## src/rtl/regfile_dbg_ctrl.sv

```systemverilog
// Register-file write arbiter (core writeback over debug writes) and a debug
// dump engine that streams registers FIRST_REG..LAST_REG as valid/ready beats.
module regfile_dbg_ctrl #(
  parameter int unsigned FIRST_REG = 0,
  parameter int unsigned LAST_REG  = 31
) (
  input  logic        clk,
  input  logic        rst,
  input  logic        core_we_i,
  input  logic [4:0]  core_rd_i,
  input  logic [31:0] core_wd_i,
  input  logic        dbg_wr_req_i,
  input  logic [4:0]  dbg_wr_addr_i,
  input  logic [31:0] dbg_wr_data_i,
  output logic        dbg_wr_ack_o,
  input  logic        dump_start_i,
  output logic        dump_busy_o,
  output logic        dump_valid_o,
  input  logic        dump_ready_i,
  output logic [4:0]  dump_addr_o,
  output logic [31:0] dump_data_o,
  output logic        dump_done_o,
  output logic        rf_we_o,
  output logic [4:0]  rf_rd_addr_o,
  output logic [31:0] rf_wd_o,
  output logic [4:0]  rf_dbg_addr_o,
  input  logic [31:0] rf_dbg_data_i
);

  localparam logic [4:0] FIRST_IDX = 5'(FIRST_REG);
  localparam logic [4:0] LAST_IDX  = 5'(LAST_REG);

  typedef enum logic [1:0] {
    IDLE = 2'd0,
    READ = 2'd1,
    SEND = 2'd2,
    DONE = 2'd3
  } state_t;

  state_t      state_q, state_d;
  logic [4:0]  ptr_q, ptr_d;
  logic        valid_q, valid_d;
  logic [4:0]  addr_q, addr_d;
  logic [31:0] data_q, data_d;
  logic [31:0] capture;

  // Core writeback always wins; a debug write is acked only when the core is quiet.
  always_comb begin
    rf_we_o      = 1'b0;
    rf_rd_addr_o = '0;
    rf_wd_o      = '0;
    dbg_wr_ack_o = 1'b0;
    if (core_we_i) begin
      rf_we_o      = 1'b1;
      rf_rd_addr_o = core_rd_i;
      rf_wd_o      = core_wd_i;
    end else if (dbg_wr_req_i) begin
      rf_we_o      = (dbg_wr_addr_i != 5'd0);
      rf_rd_addr_o = dbg_wr_addr_i;
      rf_wd_o      = dbg_wr_data_i;
      dbg_wr_ack_o = 1'b1;
    end
  end

  // A write landing on the register being read this cycle is forwarded, so the
  // beat shows the value the register holds after this edge.
  assign capture = (rf_we_o && (rf_rd_addr_o == ptr_q) && (ptr_q != 5'd0))
                 ? rf_wd_o : rf_dbg_data_i;

  // Dump handshake: a beat transfers on a rising edge where dump_valid_o and
  // dump_ready_i are both high; while valid is high without ready, addr and
  // data are held unchanged, and valid never drops before the transfer.
  always_comb begin
    state_d = state_q;
    ptr_d   = ptr_q;
    valid_d = valid_q;
    addr_d  = addr_q;
    data_d  = data_q;
    case (state_q)
      IDLE: begin
        if (dump_start_i) begin
          ptr_d   = FIRST_IDX;
          state_d = READ;
        end
      end
      READ: begin
        data_d  = capture;
        addr_d  = ptr_q;
        valid_d = 1'b1;
        state_d = SEND;
      end
      SEND: begin
        if (valid_q && dump_ready_i) begin
          valid_d = 1'b0;
          if (ptr_q == LAST_IDX) begin
            state_d = DONE;
          end else begin
            ptr_d   = ptr_q + 5'd1;
            state_d = READ;
          end
        end
      end
      DONE: begin
        state_d = IDLE;
      end
      default: begin
        state_d = IDLE;
      end
    endcase
  end

  always_ff @(posedge clk or posedge rst) begin
    if (rst) begin
      state_q <= IDLE;
      ptr_q   <= '0;
      valid_q <= 1'b0;
      addr_q  <= '0;
      data_q  <= '0;
    end else begin
      state_q <= state_d;
      ptr_q   <= ptr_d;
      valid_q <= valid_d;
      addr_q  <= addr_d;
      data_q  <= data_d;
    end
  end

  assign dump_busy_o   = (state_q != IDLE);
  assign dump_done_o   = (state_q == DONE);
  assign dump_valid_o  = valid_q;
  assign dump_addr_o   = addr_q;
  assign dump_data_o   = data_q;
  assign rf_dbg_addr_o = ptr_q;

endmodule

```

## config.mk

```make
export PLATFORM = sky130hd
export DESIGN_NAME = regfile_dbg_ctrl
export DESIGN_NICKNAME = d
export VERILOG_FILES = /design/src/rtl/regfile_dbg_ctrl.sv
export SDC_FILE = /design/constraint.sdc
export NUM_CORES = 1
export LEC_CHECK = 0
export ABC_AREA = 1
export CORE_ASPECT_RATIO = 2
export CORE_MARGIN = 3
export CORE_UTILIZATION = 45
export CTS_BUF_LIST = sky130_fd_sc_hd__clkbuf_8
export CTS_CLUSTER_DIAMETER = 50
export DETAILED_ROUTE_END_ITERATION = 6
export DONT_BUFFER_PORTS = 1
export PLACE_DENSITY = 0.6
export SYNTH_ARGS = -nofsm -noshare
export SYNTH_HDL_FRONTEND = slang
export SYNTH_SLANG_ARGS = --single-unit
export TNS_END_PERCENT = 50
```

## constraint.sdc

```tcl
create_clock -name clk -period 2.1 [get_ports clk]
set_input_delay 0.42 -clock clk [delete_from_list [all_inputs] [get_ports clk]]
set_output_delay 0.42 -clock clk [all_outputs]
set_load 0.1 [all_outputs]
```

# Word level (Yosys, flattened, before mapping)
# Cells that the tools add are included.
totals:
  ff_bits: 45
  input_bits: 112
  out_inout_bits: 84
op_classes:
  n_addsub: 1
  n_eq_ne: 8
  muxes: 19
  reduce_logical: 12
ops:
  columns: ["operator", "count"]
  rows:
  - ["$mux W32", 3]
  - ["$mux W5", 5]
  - ["$pmux W5 S2", 1]
  - ["$reduce_bool A5 Y1", 2]
  - ["$pmux W2 S4", 1]
  - ["$mux W2", 3]
  - ["$ne A2 B2 Y1 const B", 3]
  - ["$reduce_bool A2 Y1", 3]
  - ["$add A5 B1 Y5 const B", 1]
  - ["$eq A5 B5 Y1", 1]
  - ["$eq A5 B5 Y1 const B", 1]
  - ["$mux W1", 5]
  - ["$eq A2 B2 Y1 const B", 2]
  - ["$reduce_and A2 Y1", 2]
  - ["$reduce_and A4 Y1", 1]
  - ["$logic_and A1 B1 Y1", 3]
  - ["$eq A2 B1 Y1 const B", 1]
  - ["$logic_not A2 Y1", 1]
  - ["$pmux W1 S2", 1]

# Longest topological paths before layout
logic_depth:
  word_depth: 6
  mapped_depth: 12
  depth_no_buf: 10

# Worst setup path before layout
# OpenSTA, ideal clock, no wires.
synth_path:
  kind: "input port to output port"
  startpoint: "in core_we_i"
  endpoint: "out rf_wd_o[0]"
  arrival_ns: 2.033
  t_required_ns: 1.680
  path_slack_ns: -0.353
  path_stages: 7
  path_buffers: 2
  path_cell_list: "inv_2 buf_6 nand2_1 inv_1 buf_2 a22oi_1 inv_1"
synth_between:
  elab_chain_cells: 1
synth_lines:
  columns: ["element", "line_no", "text"]
  rows:
  - ["start: declaration", "9", "input logic core_we_i,"]
  - ["$mux W32", "53", "if (core_we_i) begin"]
  - ["end: declaration", "25", "output logic [31:0] rf_wd_o,"]
# Every way passes these cells.

# Final worst setup path
layout_path:
  startpoint: "in core_we_i"
  endpoint: "out rf_wd_o[20]"
# Same word-level chain as after synthesis.

==> summary.md <==
| Metric | Value |
|---|---|
| Overall routing resource usage | `24.84%` |
| Synth cell types | `26` |
| Detailed Route WL | `10,460 microns` |
| Launching point of the worst reg2reg path | `rf_dbg_addr_o[0]` |
| Area share of the largest cell type after synthesis | `34.23%` |
| Switching power | `4.844 mW` |
| Int Power | `2.632 mW` |
| Final Hold Slack | `46.20 ps` |
| DR DRC count | `0` |
| P&R area growth vs syn | `33.93%` |
| Crit path DAT | `1540 ps` |
| Htree depth | `2` |
| Final core utilization | `62.99%` |
| Nets@finish | `614` |
| CP startpoint kind | `input port` |
| Synthesized instance count | `422` |
| Lkg Pwr | `2.215 nW` |
| Top delay family on crit path | `buffers and inverters` |
| CP required | `1680 ps` |
| Maxcap violations | `0` |
| Top post-synthesis cells by area | `dfrtp_1 34%, nand3_1 12%, nand2_1 12%` |
| CTS tree | `built` |
| CP max stage delay | `410 ps` |
| Placed Instances | `582` |
| Layout cell share with drive strength beyond 1 | `34.27%` |
| GRT overflow | `0` |
| Non-Filler Instances | `589` |
| IO Port Bufs | `0` |
| Fin crit share | `93.48%` |
| Clock Skew | `8.340 ps` |
| EDFF count, synth | `0` |
| Row count | `43` |
| F_max | `509.4 MHz` |
| Synth Cell Area | `0.003289 sq mm` |
| Clk root buf | `clkbuf_8` |
| WL per Instance | `17.76 microns` |
| Synthesized area per cell | `7.795 sq um` |
| Slowest cell on the critical path | `inv_2` |
| CTS Hold Bufs | `0` |
| First-pass GRT wire length | `16,050 microns` |
| Status | `completed` |
| Dpl hpwl | `8051 microns` |
| Clk_lat worst skew | `300 ps` |
| Met2 Use GR | `47.10%` |
| Clock Power Share | `7.3%` |
| # IOs | `196` |
| Fin crit period | `1963 ps` |
| M1 GR Usage | `25.62%` |
| # setup viols final | `0` |
| Sequential Power Share | `18.6%` |
| Actual slew at the worst max-slew pin | `564.0 ps` |
| Largest net degree at the start of global routing | `43` |
| Crit Path Class | `in -> out` |
| Share of total power in combinational logic | `74.1%` |
| Die width | `66.46 microns` |
| CTS Buf Count | `5` |
| Routed vias/inst | `5.445` |
| Max VDD drop | `0.8478 mV` |
| # fillers | `650` |
| Core Region | `0.006994 sq mm` |
| CP max FO | `42` |
| CP Launch Point | `core_we_i` |
| Power per cell area | `1697 mW/mm^2` |
| Rel. slew slack | `62.34%` |
| Clock slew at reported path FFs | `80 ps` |
| Sw Ratio | `64.79%` |
| Syn nets | `537` |
| Async set-reset flop share out of synthesis | `100.0%` |
| Dominant synthesized flop cell | `dfrtp_1` |
| Clk buf depth | `2` |
| Starting Density | `47.03%` |
| Synth area leader | `dfrtp_1` |
| Hold Fails Final Rpt | `0` |
| Die footprint | `0.008434 sq mm` |
| Initial antenna violation count | `0` |
| Min-Delay Path Class | `in -> async` |
| Antenna viol nets, final | `0` |
| Yosys warns | `0` |
| DR iter-0 viols | `158` |
| Buf+Inv Stages, Crit Path | `5` |
| GR peak layer | `met2` |
| DIE HEIGHT | `126.9 microns` |
| Gpl congestion | `0.8578` |
| Most common cell in the netlist | `nand2_1` |
| Synth top cells by count | `105 x nand2_1, 80 x nand3_1, 53 x inv_1` |
| Seq cells post-synth | `45` |
| RSZ-0062 raised after global routing | `false` |
| Register area share after synthesis | `34.23%` |
| Vias in the first global route | `3,195` |
| Final Max Slew Viols | `0` |
| Total vias in the final route | `3,207` |
| 1st-pass router iterations | `4` |
| CP endpoint kind | `output port` |
| Clk sinks | `45` |
| Met3 GRT Util | `6.200%` |
| Cells along the critical path | `inv_2 > nand2_1 > inv_2 > buf_4 > a22oi_1 > inv_1 > buf_12` |
| CP most frequent cell | `inv_2` |
| Final Total Pwr | `7.476 mW` |
| Post-CTS setup repair buffer count | `0` |
| N_diodes | `0` |
final cells by class:
cell class / instances / area (sq um) / area share, %
clock buffer: 6 / 82.58 / 1.874
clock inverter: 1 / 3.754 / 0.08520
inverter: 57 / 250.2 / 5.680
multi-input combinational: 292 / 1677 / 38.06
sequential: 45 / 1131 / 25.67
tap: 90 / 112.6 / 2.556
timing repair buffer: 98 / 1149 / 26.07
power groups by stage:
stage	sequential, mW	combinational, mW	clock (mW)
after global routing	1.43	5.80	0.602
after CTS	1.39	5.58	0.569
after detailed placement	1.41	5.57	0
after floorplan	3.98	1.88	0
final	1.39	5.54	0.542
after global placement	1.39	5.52	0
sequential cells by signal, indices dropped and copies added (netlist names):
register	flops
rf_dbg_addr_o	5
dump_data_o	32
dump_valid_o	1
state_q	2
dump_addr_o	5
metrics by stage:
| stage | setup slack [ps] | TNS [ps] | cell area, sq um |
|---|---|---|---|
| floorplan | -59.85 | -538.6 | 3333 |
| global placement | 188.6 | 0 | 4318 |
| detailed placement | 147.3 | 0 | 4318 |
| CTS | 137.0 | 0 | 4404 |
| global route | 41.76 | 0 | 4405 |
| finish | 136.9 | 0 | 4405 |
cells in the final DEF, fill, tap and decap left out, types with 2 or more instances in the layout:
| cell | n |
|---|---|
| nand2_1 | 104 |
| nand3_1 | 80 |
| buf_4 | 65 |
| inv_1 | 43 |
| dfrtp_1 | 41 |
| buf_12 | 33 |
| a22oi_1 | 32 |
| o21bai_2 | 30 |
| o21ai_0 | 11 |
| nand2_2 | 10 |
| clkinvlp_4 | 9 |
| nor2_1 | 8 |
| clkbuf_8 | 6 |
| nand3_2 | 5 |
| inv_2 | 4 |
| dfrtp_2 | 4 |
| ha_1 | 3 |
| nor2_2 | 2 |
| o21bai_1 | 2 |
cells by family (layout without fill, tap and decap cells):
group,count (synthesis),count (layout),share of synthesized area (%)
AND/OR/NAND/NOR,212,212,29.71
buffers and inverters,85,162,14.87
AO/OA/AOI/OAI,77,77,20.05
flip-flops,45,45,34.23
adder cells (fa/ha/maj),3,3,1.141
final timing paths:
| path | endpoint | slack (ps) | depth (start not counted) |
|---|---|---|---|
| max | rf_wd_o[20] | 140 | 7 |
| max reg2reg | dump_data_o[4] | 380 | 10 |
| min reg2reg | dump_data_o[12] | 490 | 2 |
| min in group clk | dump_valid_o | 220 | 1 |
| min | dump_data_o[26] | 50 | 1 |
| max in group asynchronous | dump_data_o[8] | 1520 | 2 |
metal layers:
layer | vias to the layer above | wire length (microns)
met2 | 125 | 6107
met5 | - | 0
met3 | 6 | 682
li1 | 1542 | -
met4 | 0 | 99
met1 | 1534 | 3569
what timing repair did:
item,in CTS,in global routing
setup endpoints to repair,0,27
gates resized for setup,0,1
hold endpoints to repair,0,0
Power figures use the tool's default switching activity.
